**src/rtl/starsoc_params.sv**
```systemverilog
// rtl/starsoc_params.sv - shared display constants and video sink state type
package starsoc_params;

  localparam int H_DISPLAY = 640;
  localparam int V_DISPLAY = 480;

  typedef enum logic {
    WAIT_SOF = 1'b0,
    ACTIVE   = 1'b1
  } sink_state_t;

endpackage

```
**src/rtl/axis_video_sink.sv**
```systemverilog
// rtl/axis_video_sink.sv - AXI4-Stream video receiver with frame structure checking
module axis_video_sink
  import starsoc_params::*;
#(
  parameter int H_ACTIVE = H_DISPLAY,
  parameter int V_ACTIVE = V_DISPLAY,
  parameter int DATA_W   = 24
) (
  input  logic              pixel_clk,
  input  logic              reset,
  input  logic              enable,
  input  logic              throttle,
  input  logic [DATA_W-1:0] s_tdata,
  input  logic              s_tvalid,
  input  logic              s_tuser,
  input  logic              s_tlast,
  output logic              s_tready,
  output logic              pix_valid,
  output logic [9:0]        pix_x,
  output logic [9:0]        pix_y,
  output logic [11:0]       rgb444,
  output logic              frame_done,
  output logic [15:0]       frame_count,
  output logic              sof_err,
  output logic              eol_early,
  output logic              eol_late,
  output logic [15:0]       drop_count
);

  // Coordinates are 10 bits wide, so larger rasters cannot be represented.
  if (H_ACTIVE > 1024 || V_ACTIVE > 1024) begin : g_param_check
    $error("axis_video_sink: H_ACTIVE and V_ACTIVE must not exceed 1024");
  end

  localparam logic [9:0] X_LAST = 10'(H_ACTIVE - 1);
  localparam logic [9:0] Y_LAST = 10'(V_ACTIVE - 1);

  sink_state_t state, state_nxt;
  logic [9:0]  x, y, x_nxt, y_nxt;
  logic [9:0]  emit_x, emit_y;
  logic        xfer, emit, drop_inc;
  logic        sof_err_nxt, eol_early_nxt, eol_late_nxt, frame_done_nxt;
  logic        x_last, y_last;
  logic        unused_tdata_bits;

  // Only the top nibble of each colour channel reaches rgb444.
  assign unused_tdata_bits = ^{s_tdata[19:16], s_tdata[11:8], s_tdata[3:0]};

  assign s_tready = enable & ~throttle & ~reset;
  assign xfer     = s_tvalid & s_tready;
  assign x_last   = (x == X_LAST);
  assign y_last   = (y == Y_LAST);

  // State register: reset always drops any partial frame.
  always_ff @(posedge pixel_clk or posedge reset) begin
    if (reset) state <= WAIT_SOF;
    else       state <= state_nxt;
  end

  // Next state, next coordinates and the frame structure checker.
  always_comb begin
    state_nxt      = state;
    x_nxt          = x;
    y_nxt          = y;
    emit           = 1'b0;
    emit_x         = x;
    emit_y         = y;
    drop_inc       = 1'b0;
    sof_err_nxt    = 1'b0;
    eol_early_nxt  = 1'b0;
    eol_late_nxt   = 1'b0;
    frame_done_nxt = 1'b0;
    if (xfer) begin
      case (state)
        WAIT_SOF: begin
          if (s_tuser) begin
            emit      = 1'b1;
            emit_x    = 10'd0;
            emit_y    = 10'd0;
            x_nxt     = 10'd1;
            y_nxt     = 10'd0;
            state_nxt = ACTIVE;
          end else begin
            drop_inc = 1'b1;
          end
        end
        ACTIVE: begin
          emit = 1'b1;
          if (s_tuser) begin
            sof_err_nxt = 1'b1;
            emit_x      = 10'd0;
            emit_y      = 10'd0;
            x_nxt       = 10'd1;
            y_nxt       = 10'd0;
          end else if (s_tlast != x_last) begin
            // Line ended in the wrong place; resync to the next row.
            eol_early_nxt = s_tlast;
            eol_late_nxt  = x_last;
            x_nxt         = 10'd0;
            y_nxt         = y + 10'd1;
            if (y_last) begin
              state_nxt = WAIT_SOF;
              y_nxt     = 10'd0;
            end
          end else if (x_last) begin
            x_nxt = 10'd0;
            y_nxt = y + 10'd1;
            if (y_last) begin
              frame_done_nxt = 1'b1;
              state_nxt      = WAIT_SOF;
              y_nxt          = 10'd0;
            end
          end else begin
            x_nxt = x + 10'd1;
          end
        end
        default: state_nxt = WAIT_SOF;
      endcase
    end
  end

  // Registered pixel outputs, pulses, coordinates and statistics.
  always_ff @(posedge pixel_clk or posedge reset) begin
    if (reset) begin
      x           <= 10'd0;
      y           <= 10'd0;
      pix_valid   <= 1'b0;
      pix_x       <= 10'd0;
      pix_y       <= 10'd0;
      rgb444      <= 12'd0;
      frame_done  <= 1'b0;
      frame_count <= 16'd0;
      sof_err     <= 1'b0;
      eol_early   <= 1'b0;
      eol_late    <= 1'b0;
      drop_count  <= 16'd0;
    end else begin
      x          <= x_nxt;
      y          <= y_nxt;
      pix_valid  <= emit;
      frame_done <= frame_done_nxt;
      sof_err    <= sof_err_nxt;
      eol_early  <= eol_early_nxt;
      eol_late   <= eol_late_nxt;
      if (emit) begin
        pix_x  <= emit_x;
        pix_y  <= emit_y;
        rgb444 <= {s_tdata[23:20], s_tdata[15:12], s_tdata[7:4]};
      end
      if (frame_done_nxt) frame_count <= frame_count + 16'd1;
      if (drop_inc && drop_count != 16'hFFFF) drop_count <= drop_count + 16'd1;
    end
  end

endmodule
```
**config.mk**
```make
export PLATFORM = sky130hd
export DESIGN_NAME = axis_video_sink
export DESIGN_NICKNAME = d
export VERILOG_FILES = /design/src/rtl/starsoc_params.sv /design/src/rtl/axis_video_sink.sv
export SDC_FILE = /design/constraint.sdc
export NUM_CORES = 1
export LEC_CHECK = 0
export CAP_MARGIN = 10
export CELL_PAD_IN_SITES_DETAIL_PLACEMENT = 1
export CELL_PAD_IN_SITES_GLOBAL_PLACEMENT = 1
export CORE_AREA = 2 2 114 116
export DETAILED_ROUTE_END_ITERATION = 6
export DIE_AREA = 0 0 116 118
export GPL_ROUTABILITY_DRIVEN = 1
export HOLD_SLACK_MARGIN = 0.12
export PLACE_DENSITY = 0.74
export SLEW_MARGIN = 10
export SYNTH_ARGS = -nofsm -noshare
export SYNTH_HDL_FRONTEND = slang
export SYNTH_SLANG_ARGS = --single-unit
```
**constraint.sdc**
```tcl
create_clock -name pixel_clk -period 4 [get_ports pixel_clk]
set_clock_uncertainty 0.1 [all_clocks]
set_input_delay 0.8 -clock pixel_clk [delete_from_list [all_inputs] [get_ports pixel_clk]]
set_output_delay 0.8 -clock pixel_clk [all_outputs]
set_load 0.01 [all_outputs]
```
==> flow_summary.yaml, run 1 <==
critical_path:
  critPathSlowestCell: "or3b_2"
  r2r-end: "frame_count[4]"
  cpLargestDelayFamily: "simple AND/OR/NAND/NOR gates"
  crit_fanout: 7
  cp_data_arrival_time_ns: 3.42
  required_ns: 4.12
  cp_cell_sequence: "ha_1, nand3_1, nor3_4, inv_1, ha_1, or3b_2, nor2_1, and4_1, nand4_1, xnor2_1"
  r2r_slack_ns: 0.70
  max_stage_delay_ns: 0.54
  cp_num_cells: 10
  cp-end-kind: "flip-flop"
  cp_common_cell: "ha_1"
  rr_startpoint: "x[0]"
  reg2reg_depth: 10
  crit_path_start_kind: "flip-flop"
  cp_num_buf_inv: 1
  critPathKind: "reg -> reg"
global_route:
  antenna_found_initial: 0
  first_global_vias: 3501
  grt_use_total: 0.1638
  grt_pass1_wl_um: 17950
  grt_max_degree: 41
  gr-total-overflow: 0
placed_design:
  post-place-ws_ns: 0.6917
  hpwl_um: 7443
  io_buffers: 88
  gp_congestion: 0.7616
clocking:
  root_buffer: "clkbuf_16"
  cts_sinks: 90
  clkTransAtPathRegs_ns: 0.07
  cts_tree: "yes"
  cts_made_buffers: 9
  clockBufferDepth: 2
  postCtsSetupBuffers: 0
  hold_buffers: 0
  clk-insertion-delay-late_ns: 0.34
  htreeDepth: 3
  ctsResizeCount: 0
power:
  peakVddDrop_mv: 0.1820
  combinationalPowerShare: 0.121
  p_switching_w: 0.0005255
  pwr-share-seq: 0.474
  p_sw_frac: 0.2459
  p_leak_nw: 2.458
  pwr_density_cell_nw_per_um2: 386.6
  pwr-share-clk: 0.405
  p_int_w: 0.001612
finish:
  nFillCells: 1412
  area_growth_pct: 32.42
  drive_gt1_frac: 0.08419
  multi_input_area_um2: 1797
  ff_latch_area_um2: 2252
  antenna_cells: 0
  fin_nets: 520
die:
  start_util: 0.3363
  die_area_um2: 13690
  row_count: 41
  pin_count: 101
  core-area_um2: 12410
  die_y_um: 118
  die_w_um: 116
logic_synthesis:
  ys_seq_area_frac: 0.5394
  ys_warn_count: 0
  synth_area_um2: 4175
  synthCells: 395
  syn_nets: 433
  synth-main-ff-cell: "dfrtp_1"
  synth_edf_count: 0
  ys_types: 46
  ys_ff_latch: 90
  synthTopCellsByArea: "dfrtp_1, nand2_1, a22o_1"
  syn_area_per_cell_um2: 10.57
  synth_area_leader_cell: "dfrtp_1"
  synth_top_area_share: 0.5394
  synthArstFlopShare: 1.000
timing:
  slew_violations: 0
  final.setup.worst_slack_ns: 0.6962
  worst_pin_slew_ns: 0.6672
  fin_crit_ns: 3.304
  rsz0062_at_grt: "false"
  hold_viol_final: 0
  setup_viol: 0
  relSlewSlack: 0.5547
  tns_ns: 0
  period_share: 0.8259
  max_freq_mhz: 302.7
detailed_routing:
  drt-total-wl_um: 10490
  wl_per_cell_um: 15.91
  drt_pass1_iterations: 4
  drt_iter0_markers: 108
  route.detailed.drc: 0
  ant_nets: 0
  vias_per_cell: 5.027
  route.vias.total: 3313
min_path:
  worstHoldEndpoint: "rgb444[5]"
  min_from: "rgb444[5]"
  hp-class: "reg -> reg"
  hold_path_depth: 2
flow_run:
  maxCapViolations: 0
run_status:
  status: "complete, no violations"
## layout make-up
class,count,area share
Clock inverter,5,0.01109
Inverter,11,0.007694
Timing Repair Buffer,93,0.1661
Sequential cell,90,0.4073
Multi-Input combinational cell,277,0.3250
Tap cell,172,0.03892
Clock buffer,11,0.04390
## synth_stat cells, drive strengths merged, types with 9 or more instances
master and instances:
clkbuf 9, a22o 20, nand4 15, a31oi 14
dfrtp 90, xor2 16, o31ai 10, inv 11
o21ai 17, nand3 15, xnor2 13, nand2 66
nor2 24, nor3 9
## cells in the final DEF, fill, tap and decap left out, drive strengths merged, types with 13 or more instances in the layout
cell / count
nand2: 66
o21ai: 17
nor2: 24
xnor2: 13
clkdlybuf4s50: 88
xor2: 16
dfrtp: 90
a22o: 20
a31oi: 14
nand3: 15
nand4: 15
## worst min-delay path, stage by stage (launching register included)
cell	delay, ns
dfrtp_1	0.34
nand2_1	0.05
nand2_1	0.06
## worst max path at each step
stage | end | slack (ns) | startpoint
2_1_floorplan | drop_count[0] | 0.76 | reset
6_report | frame_count[4] | 0.70 | x[0]
5_1_grt | frame_count[4] | 0.47 | x[0]
4_1_cts | frame_count[4] | 0.68 | x[0]
3_5_place_dp | frame_count[4] | 0.69 | s_tlast
3_3_place_gp | frame_count[11] | 0.77 | s_tlast
## kinds of logic (layout without fill, tap and decap cells)
group	Yosys count	count (layout)	synth area share
flip-flops	90	90	0.5394
AO/OA/AOI/OAI	73	73	0.1247
adder cells (fa/ha/maj)	7	7	0.02098
multiplexers	2	2	0.005394
buffers and inverters	28	120	0.03116
XOR/XNOR	29	29	0.06083
AND/OR/NAND/NOR	166	166	0.2176
## sequential cells by signal, summed over array words and instances, names as in the netlist
register and flops:
eol_early 1, y 10, sof_err 1, pix_valid 1
eol_late 1, drop_count 16, rgb444 12, pix_x 10
pix_y 10, frame_count 16, frame_done 1, state 1
x 10
## metal layers
layer,wire length [µm],vias up,track usage,share of wire
li1,-,1562,-,-
met2,5309,62,0.2756,0.51
met3,275,10,0.02163,0.026
met5,0,-,0,0
met4,161,0,0.05804,0.015
met1,4739,1679,0.2147,0.45
## power by group through the flow
stage	clock network, W	logic (W)	registers, W
finish	0.000865	0.000259	0.00101
global route	0.000924	0.000284	0.00102
CTS	0.000887	0.000266	0.00101
detailed placement	0	0.000264	0.00103
global placement	0	0.000254	0.00103
floorplan	0	0.0000988	0.00104
## through the flow
stage                     hold slack, ns  cells  cell area, µm²  power (W)    util
after floorplan                   0.3612    395            4175   0.001141       -
after global placement            0.3565    643            5225   0.001281  0.4209
after detailed placement          0.3677    643            5225   0.001293  0.4209
after CTS                         0.3861    659            5529   0.002168  0.4454
after global routing              0.4053    659            5529   0.002230  0.4454
final                             0.3808    659            5529   0.002137  0.4454
Note: power is estimated with default switching activity, not from simulation.
==> run 2, diff against run 1 <==
Clock period 4 ns to 3.2 ns, I/O delays scaled along.
==> run 2 against run 1 <==
  * Fmax is 10% higher
  * Combinational power is 30% higher
  * Worst hold slack worse by 0.012 ns
  * Cell area is 1.1% higher
  * Critical endpoint is now frame_count[11]
  * First-iteration DRC count is 14% higher
==> flow_summary.yaml, run 2 (synthesized netlist as in run 1, its figures left out) <==
detailed_routing:
  ant_nets: 0
  route.detailed.drc: 0
  drt-total-wl_um: 10700
  wl_per_cell_um: 16.09
  drt_iter0_markers: 123
  drt_pass1_iterations: 4
  route.vias.total: 3358
  vias_per_cell: 5.050
clocking:
  hold_buffers: 0
  cts_made_buffers: 9
  htreeDepth: 3
  cts_tree: "yes"
  clk-insertion-delay-late_ns: 0.33
  root_buffer: "clkbuf_16"
  clkTransAtPathRegs_ns: 0.06
  cts_sinks: 90
  postCtsSetupBuffers: 0
  clockBufferDepth: 2
placed_design:
  io_buffers: 88
  gp_congestion: 0.7705
  hpwl_um: 7484
global_route:
  grt_pass1_wl_um: 18290
  grt_max_degree: 91
  grt_use_total: 0.1666
  antenna_found_initial: 0
  gr-total-overflow: 0
  first_global_vias: 3593
die:
  row_count: 41
  die_w_um: 116
  pin_count: 101
  start_util: 0.3363
  core-area_um2: 12410
  die_y_um: 118
  die_area_um2: 13690
finish:
  reg_top3: "drop_count (16), frame_count (16), rgb444 (12)"
  drive_gt1_frac: 0.09939
  fin_nets: 526
  layout_commonest_cell: "dfrtp_1"
  antenna_cells: 0
  mostFrequentLayoutCells: "dfrtp_1, clkdlybuf4s50_1, nand2_1, nor2_1, a22o_1"
  nFillCells: 1419
  area_growth_pct: 33.83
critical_path:
  crit_fanout: 7
  cp_common_cell: "ha_1"
  max_stage_delay_ns: 0.48
  critPathKind: "reg -> reg"
  cp-end-kind: "flip-flop"
  critPathSlowestCell: "or3b_2"
  cp_data_arrival_time_ns: 3.11
  cp_num_buf_inv: 1
  cp_cell_sequence: "ha_1, nand3_1, nor3_4, inv_1, ha_1, or3b_2, nor2_1, and4_2, nand4_1, xnor2_1"
  cpLargestDelayFamily: "simple AND/OR/NAND/NOR gates"
  required_ns: 3.32
  crit_path_start_kind: "flip-flop"
flow_run:
  maxCapViolations: 0
power:
  p_leak_nw: 2.489
  pwr_density_cell_nw_per_um2: 476.4
  peakVddDrop_mv: 0.2446
timing:
  max_freq_mhz: 334.4
  tns_ns: 0
  slew_violations: 0
  setup_viol: 0
  worst_pin_slew_ns: 0.4859
  fin_hold_ws_ns: 0.3692
  relSlewSlack: 0.6761
  fin_crit_ns: 2.991
  period_share: 0.9346
  rsz0062_at_grt: "false"
  hold_viol_final: 0
run_status:
  status: "complete, no violations"
min_path:
  hp-class: "reg -> reg"
-- run 2: area by class of cell --
| cell class | instances | area [µm²] | area share |
|---|---|---|---|
| Sequential cell | 90 | 2252 | 0.4030 |
| Multi-Input combinational cell | 277 | 1798 | 0.3218 |
| Timing Repair Buffer | 99 | 975.9 | 0.1747 |
| Clock buffer | 10 | 239.0 | 0.04277 |
| Tap cell | 172 | 215.2 | 0.03851 |
| Clock inverter | 6 | 65.06 | 0.01164 |
| Inverter | 11 | 42.54 | 0.007613 |
-- run 2: worst paths after layout --
check	from	slack [ns]	endpoint	cells after the start
setup / recovery	x[1]	0.21	frame_count[11]	10
hold / removal	frame_count[15]	0.37	frame_count[15]	1
setup reg to reg	x[1]	0.21	frame_count[11]	10
hold reg to reg	frame_count[15]	0.37	frame_count[15]	1
max in group asynchronous	reset	1.91	x[0]	3
min in group asynchronous	reset	0.71	drop_count[5]	3
-- run 2: repair_timing --
action,CTS,global route
hold endpoints to repair,0,0
gates resized for setup,0,1
endpoints found under the setup margin,0,3
-- run 2: metrics by stage --
step	instance area [µm²]	total power [W]	setup slack (ns)	std cells	util
floorplan	4175	0.001426	0.1247	395	-
global placement	5283	0.001613	0.2011	649	0.4255
detailed placement	5283	0.001627	0.1516	649	0.4255
CTS	5587	0.002704	0.1417	665	0.4500
global route	5588	0.002781	0.0001514	665	0.4501
finish	5588	0.002662	0.2093	665	0.4501
-- run 2: power by group --
group / switching [W] / total, W / internal [W]
clock network: 0.000433 / 0.00106 / 0.000627
logic: 0.000150 / 0.000336 / 0.000186
registers: 0.0000601 / 0.00127 / 0.00121
-- run 2: per-layer routing --
metal	GRT usage	routed length, µm	vias to the layer above
met1	0.2197	4824	1714
met3	0.01905	212	11
li1	-	-	1588
met4	0.06101	148	0
met2	0.2800	5514	45
met5	0	0	-
